$ cat config.mk
export PLATFORM = sky130hd
export DESIGN_NAME = sample_advance
export DESIGN_NICKNAME = d
export VERILOG_FILES = /design/src/rtl/sample_advance.sv
export SDC_FILE = /design/constraint.sdc
export NUM_CORES = 1
export LEC_CHECK = 0
export ABC_AREA = 1
export CAP_MARGIN = 10
export CORE_MARGIN = 1.5
export CORE_UTILIZATION = 49
export DETAILED_ROUTE_END_ITERATION = 10
export GPL_ROUTABILITY_DRIVEN = 0
export HOLD_SLACK_MARGIN = 0.12
export PLACE_DENSITY = 0.89
export SLEW_MARGIN = 15
export SYNTH_ARGS = -nofsm -noshare
export SYNTH_HDL_FRONTEND = slang
export SYNTH_SLANG_ARGS = --single-unit
$ cat constraint.sdc
create_clock -name clk -period 2 [get_ports clk]
set_input_delay 0.6 -clock clk [delete_from_list [all_inputs] [get_ports clk]]
set_output_delay 0.6 -clock clk [all_outputs]
set_load 0.02 [all_outputs]
$ cat src/rtl/sample_advance.sv
// Receive-side sample advance: drops the first len beats after reset/clear, then
// forwards the stream through a one-deep register stage. Option macro: SAMPLE_ADVANCE_LAST_CARRY_EN.
module sample_advance #(
  parameter int MAX_LEN_LOG2 = 10,
  parameter int WIDTH        = 16
) (
  input  logic                    clk,
  input  logic                    reset,
  input  logic                    clear,
  input  logic [MAX_LEN_LOG2-1:0] len,
  input  logic [WIDTH-1:0]        i_tdata,
  input  logic                    i_tlast,
  input  logic                    i_tvalid,
  output logic                    i_tready,
  output logic [WIDTH-1:0]        o_tdata,
  output logic                    o_tlast,
  output logic                    o_tvalid,
  input  logic                    o_tready,
  output logic                    discarding
);

  typedef enum logic [0:0] {
    DISCARD = 1'b0,
    PASS    = 1'b1
  } state_t;

  state_t                  r_state;
  logic                    r_load;
  logic [MAX_LEN_LOG2-1:0] r_len;
  logic [MAX_LEN_LOG2-1:0] r_drop_count;
  logic [WIDTH-1:0]        r_tdata;
  logic                    r_tlast;
  logic                    r_tvalid;
`ifdef SAMPLE_ADVANCE_LAST_CARRY_EN
  logic                    r_carry;
`endif

  logic                    w_rst;
  logic [MAX_LEN_LOG2-1:0] w_len;
  state_t                  w_state;
  logic [MAX_LEN_LOG2:0]   w_drop_next;
  logic                    w_last_drop;
  logic                    w_accept;

  assign w_rst       = reset | clear;
  // On the latch cycle len is not yet in r_len, so the live value stands in for it.
  assign w_len       = r_load ? len : r_len;
  assign w_drop_next = {1'b0, r_drop_count} + {{MAX_LEN_LOG2{1'b0}}, 1'b1};
  assign w_last_drop = (w_drop_next == {1'b0, w_len});
  assign w_accept    = i_tvalid & i_tready;

  // Effective state, resolving the zero-length case on the latch cycle.
  always_comb begin
    w_state = r_state;
    if (r_load) begin
      if (len == {MAX_LEN_LOG2{1'b0}}) begin
        w_state = PASS;
      end else begin
        w_state = DISCARD;
      end
    end else begin
      w_state = r_state;
    end
  end

  // Input ready: always ready while dropping, register-slice rule while passing.
  always_comb begin
    i_tready = 1'b0;
    if (w_rst) begin
      i_tready = 1'b0;
    end else begin
      case (w_state)
        DISCARD: i_tready = 1'b1;
        PASS:    i_tready = ~r_tvalid | o_tready;
        default: i_tready = 1'b0;
      endcase
    end
  end

  // State, length latch, drop counter and output register stage.
  always_ff @(posedge clk) begin
    if (w_rst) begin
      r_load       <= 1'b1;
      r_state      <= DISCARD;
      r_len        <= {MAX_LEN_LOG2{1'b0}};
      r_drop_count <= {MAX_LEN_LOG2{1'b0}};
      r_tdata      <= {WIDTH{1'b0}};
      r_tlast      <= 1'b0;
      r_tvalid     <= 1'b0;
`ifdef SAMPLE_ADVANCE_LAST_CARRY_EN
      r_carry      <= 1'b0;
`endif
    end else begin
      r_load  <= 1'b0;
      r_state <= w_state;
      if (r_load) begin
        r_len <= len;
      end
      case (w_state)
        DISCARD: begin
          r_tvalid <= 1'b0;
          if (i_tvalid) begin
            // The final drop leaves the counter in place so it can never wrap.
            if (w_last_drop) begin
              r_state <= PASS;
            end else begin
              r_drop_count <= w_drop_next[MAX_LEN_LOG2-1:0];
            end
`ifdef SAMPLE_ADVANCE_LAST_CARRY_EN
            if (i_tlast) begin
              r_carry <= 1'b1;
            end
`endif
          end
        end
        PASS: begin
          if (w_accept) begin
            r_tdata  <= i_tdata;
            r_tvalid <= 1'b1;
`ifdef SAMPLE_ADVANCE_LAST_CARRY_EN
            r_tlast  <= i_tlast | r_carry;
            r_carry  <= 1'b0;
`else
            r_tlast  <= i_tlast;
`endif
          end else if (o_tready) begin
            r_tvalid <= 1'b0;
          end
        end
        default: begin
          r_state  <= DISCARD;
          r_tvalid <= 1'b0;
        end
      endcase
    end
  end

  assign o_tdata    = r_tdata;
  assign o_tlast    = r_tlast;
  assign o_tvalid   = r_tvalid;
  assign discarding = (w_state == DISCARD);

endmodule

==> impl_metrics.json <==
{
  "run_status": "finished with violations",
  "violations": "setup timing",
  "final_layout_size_suffix_gt1_share_pct": 19.2,
  "initial_core_util_pct": 52.1,
  "skew_ns": 0.00833,
  "grt.busiest_layer": "met2",
  "clock.fmax_ghz": 0.483,
  "synthArstFlopShare_pct": 0,
  "clkSinkCount": 40,
  "cts_made_buffers": 5,
  "fin_total_pwr_mw": 1.75,
  "clkTransAtPathRegs_ns": 0.08,
  "fin_setup_tns_ns": -0.103,
  "die_area_um2": 4750,
  "ctsHoldBuffers": 0,
  "grt_max_degree": 35,
  "synth-seq-area-share_pct": 37.6,
  "netlist_instances": 353,
  "setup_viol": 2,
  "worstSetupEndpointType": "primary output",
  "pwr-share-comb_pct": 15.2,
  "diodes": 0,
  "rows": 23,
  "clk_path_buf_depth": 2,
  "place_hpwl_um": 3750,
  "synth-edff-count": 0,
  "grt_overflow_total": 0,
  "crit_path_top_delay_cell": "nor4_4",
  "grt_usage_pct": 25.7,
  "syn_avg_cell_area_um2": 6.03,
  "synthesis.nets": 386,
  "hold_viol_final": 0,
  "ys_ff_latch": 40,
  "dieWidth_um": 68.9,
  "period_needed_ns": 2.07,
  "design.core.area_um2": 4090,
  "worstPathCellList": "buf_6 -> nor4_4 -> nand3_1 -> o21ai_2 -> a31oi_2 -> buf_4",
  "clkLatencyLatePin_ns": 0.30,
  "fin_crit_sh_pct": 104,
  "internal_power_mw": 1.31,
  "cts_tree": "done",
  "cp_max_fo": 3,
  "fill_cells": 305,
  "power_frac_seq_pct": 47.2,
  "final_core_util_pct": 76.2,
  "ys_warn_count": 0,
  "p_per_area_nw_per_um2": 563,
  "pwr-share-clk_pct": 37.7,
  "leakagePower_nw": 1.51,
  "startpoint_type": "primary input",
  "finalNetCount": 464,
  "wl_per_cell_um": 12.8,
  "p_sw_share_pct": 25.2,
  "grt_use_met2_pct": 47.8,
  "synth_cell_types": 27,
  "io_pins": 52,
  "rsz0062_at_grt": "yes",
  "grt_use_met3_pct": 7.63,
  "hold_class": "register to register",
  "num_vias": 2438,
  "maxSlewHeadroom_pct": 80.4,
  "drtIter0Drc": 153,
  "setup_ws_ns": -0.0707,
  "slew_violations": 0,
  "max_stage_delay_ns": 0.26,
  "die_h_um": 68.9,
  "mappedNetlistArea_um2": 2130,
  "met1_usage_pct": 26.6,
  "cts_root_buffer": "clkbuf_8",
  "worstMarginPinSlew_ns": 0.292,
  "path_class": "primary input to primary output",
  "grt_pass1_vias": 2247,
  "drc": 0,
  "cts_max_level": 2,
  "antenna_left": 0,
  "io_buffers": 51,
  "p_switching_uw": 442,
  "peakVddDrop_mv": 0.394,
  "antenna_found_initial": 0,
  "dr.pass1.iters": 6,
  "seq_area_um2": 811,
  "multi_input_area_um2": 1180,
  "cp.required_ns": 1.40,
  "ys.flop_type": "dfxtp_1",
  "vias_per_cell": 5.06,
  "drv_cap": 0,
  "area_growth_pct": 46.3,
  "finalWirelength_um": 6150,
  "crit_arrival_ns": 1.47,
  "grt_pass1_wl_um": 9120
}
==> worst max-delay path, delay by kind of cell <==
kind | cells | cell delay, ns
AO/OA/AOI/OAI | 2 | 0.21
AND/OR/NAND/NOR | 2 | 0.39
buffers and inverters | 2 | 0.27
==> area by class of cell <==
cell class                 count  share of cell area (%)
clock buffer                   6                    2.33
sequential                    40                    26.0
multi-input combinational    252                    38.1
timing repair buffer          83                    24.4
inverter                      49                    5.99
tap                           50                    2.01
clock inverter                 2                    1.13
==> path summary, 6_finish.rpt <==
check,startpoint,to,slack (ns),cells after the start
worst max-delay path,len[3],i_tready,-0.07,6
worst min-delay path,o_tlast$_SDFFE_PP0P_,o_tlast$_SDFFE_PP0P_,0.51,4
worst max register to register,r_drop_count[1]$_SDFFE_PP0P_,r_drop_count[1]$_SDFFE_PP0P_,0.07,14
worst min register to register,o_tlast$_SDFFE_PP0P_,o_tlast$_SDFFE_PP0P_,0.51,4
==> stage by stage <==
| stage | std cells | instance area, um^2 | setup WS, ns | hold slack, ns |
|---|---|---|---|---|
| finish | 482 | 3110 | -0.0707 | 0.513 |
| global route | 482 | 3110 | -0.126 | 0.556 |
| CTS | 477 | 2980 | -0.0777 | 0.514 |
| detailed placement | 462 | 2820 | -0.868 | 0.501 |
| global placement | 462 | 2820 | -0.760 | 0.486 |
| floorplan | 353 | 2140 | 0.0795 | 0.468 |
==> logic make-up (layout without fill, tap and decap cells) <==
logic type | after synthesis | count (layout) | share of synthesized area, %
DFF | 40 | 40 | 37.6
and+or+nand+nor | 231 | 231 | 44.8
adders and majority gates | 1 | 1 | 0.588
AOI/OAI and AO/OA | 20 | 20 | 5.17
buffers and inverters | 61 | 140 | 11.8
==> power groups by stage <==
stage	clock network [mW]	logic, mW	registers (mW)
6_report	0.660	0.266	0.827
3_5_place_dp	0	0.235	0.843
5_1_grt	0.698	0.290	0.830
3_3_place_gp	0	0.229	0.842
2_1_floorplan	0	0.120	0.840
4_1_cts	0.665	0.236	0.824
==> synthesized netlist by cell type, drive strengths merged (2+ instances only) <==
master / n / area share (%)
dfxtp: 40 / 38
nand2: 121 / 22
nor3: 2 / 0.47
clkbuf: 2 / 0.35
nand3b: 2 / 0.71
inv: 49 / 8.6
nand3: 28 / 6.6
o21ai: 7 / 1.8
nor2: 73 / 14
a21oi: 10 / 2.4
nand4: 3 / 1.2
buf: 10 / 2.8
==> what timing repair did <==
item | 4_1_cts | 5_1_grt
endpoints found under the setup margin | 22 | 14
resized for setup | 54 | 33
gates cloned | 0 | 1
buffers inserted | 7 | 4
pin swaps | 6 | 12
==> cell usage in the layout, fill, tap and decap left out, types with 10 or more instances in the layout <==
| master | n |
|---|---|
| nand2_1 | 114 |
| nor2_1 | 65 |
| inv_1 | 45 |
| clkdlybuf4s50_1 | 37 |
| dfxtp_1 | 34 |
| buf_4 | 29 |
| nand3_1 | 27 |
| a21oi_1 | 10 |
==> metal layers <==
metal | wire length, um | vias to the layer above
met2 | 3120 | 96
met1 | 2370 | 1094
met4 | 215 | 0
met3 | 443 | 26
li1 | - | 1222
met5 | 0 | -
==> flip-flops by register name (all words and copies together) (netlist names) <==
register      flops
r_state           1
o_tlast           1
r_len            10
o_tvalid          1
r_load            1
r_drop_count     10
o_tdata          16
No activity file was read; power rests on OpenSTA's default activity.
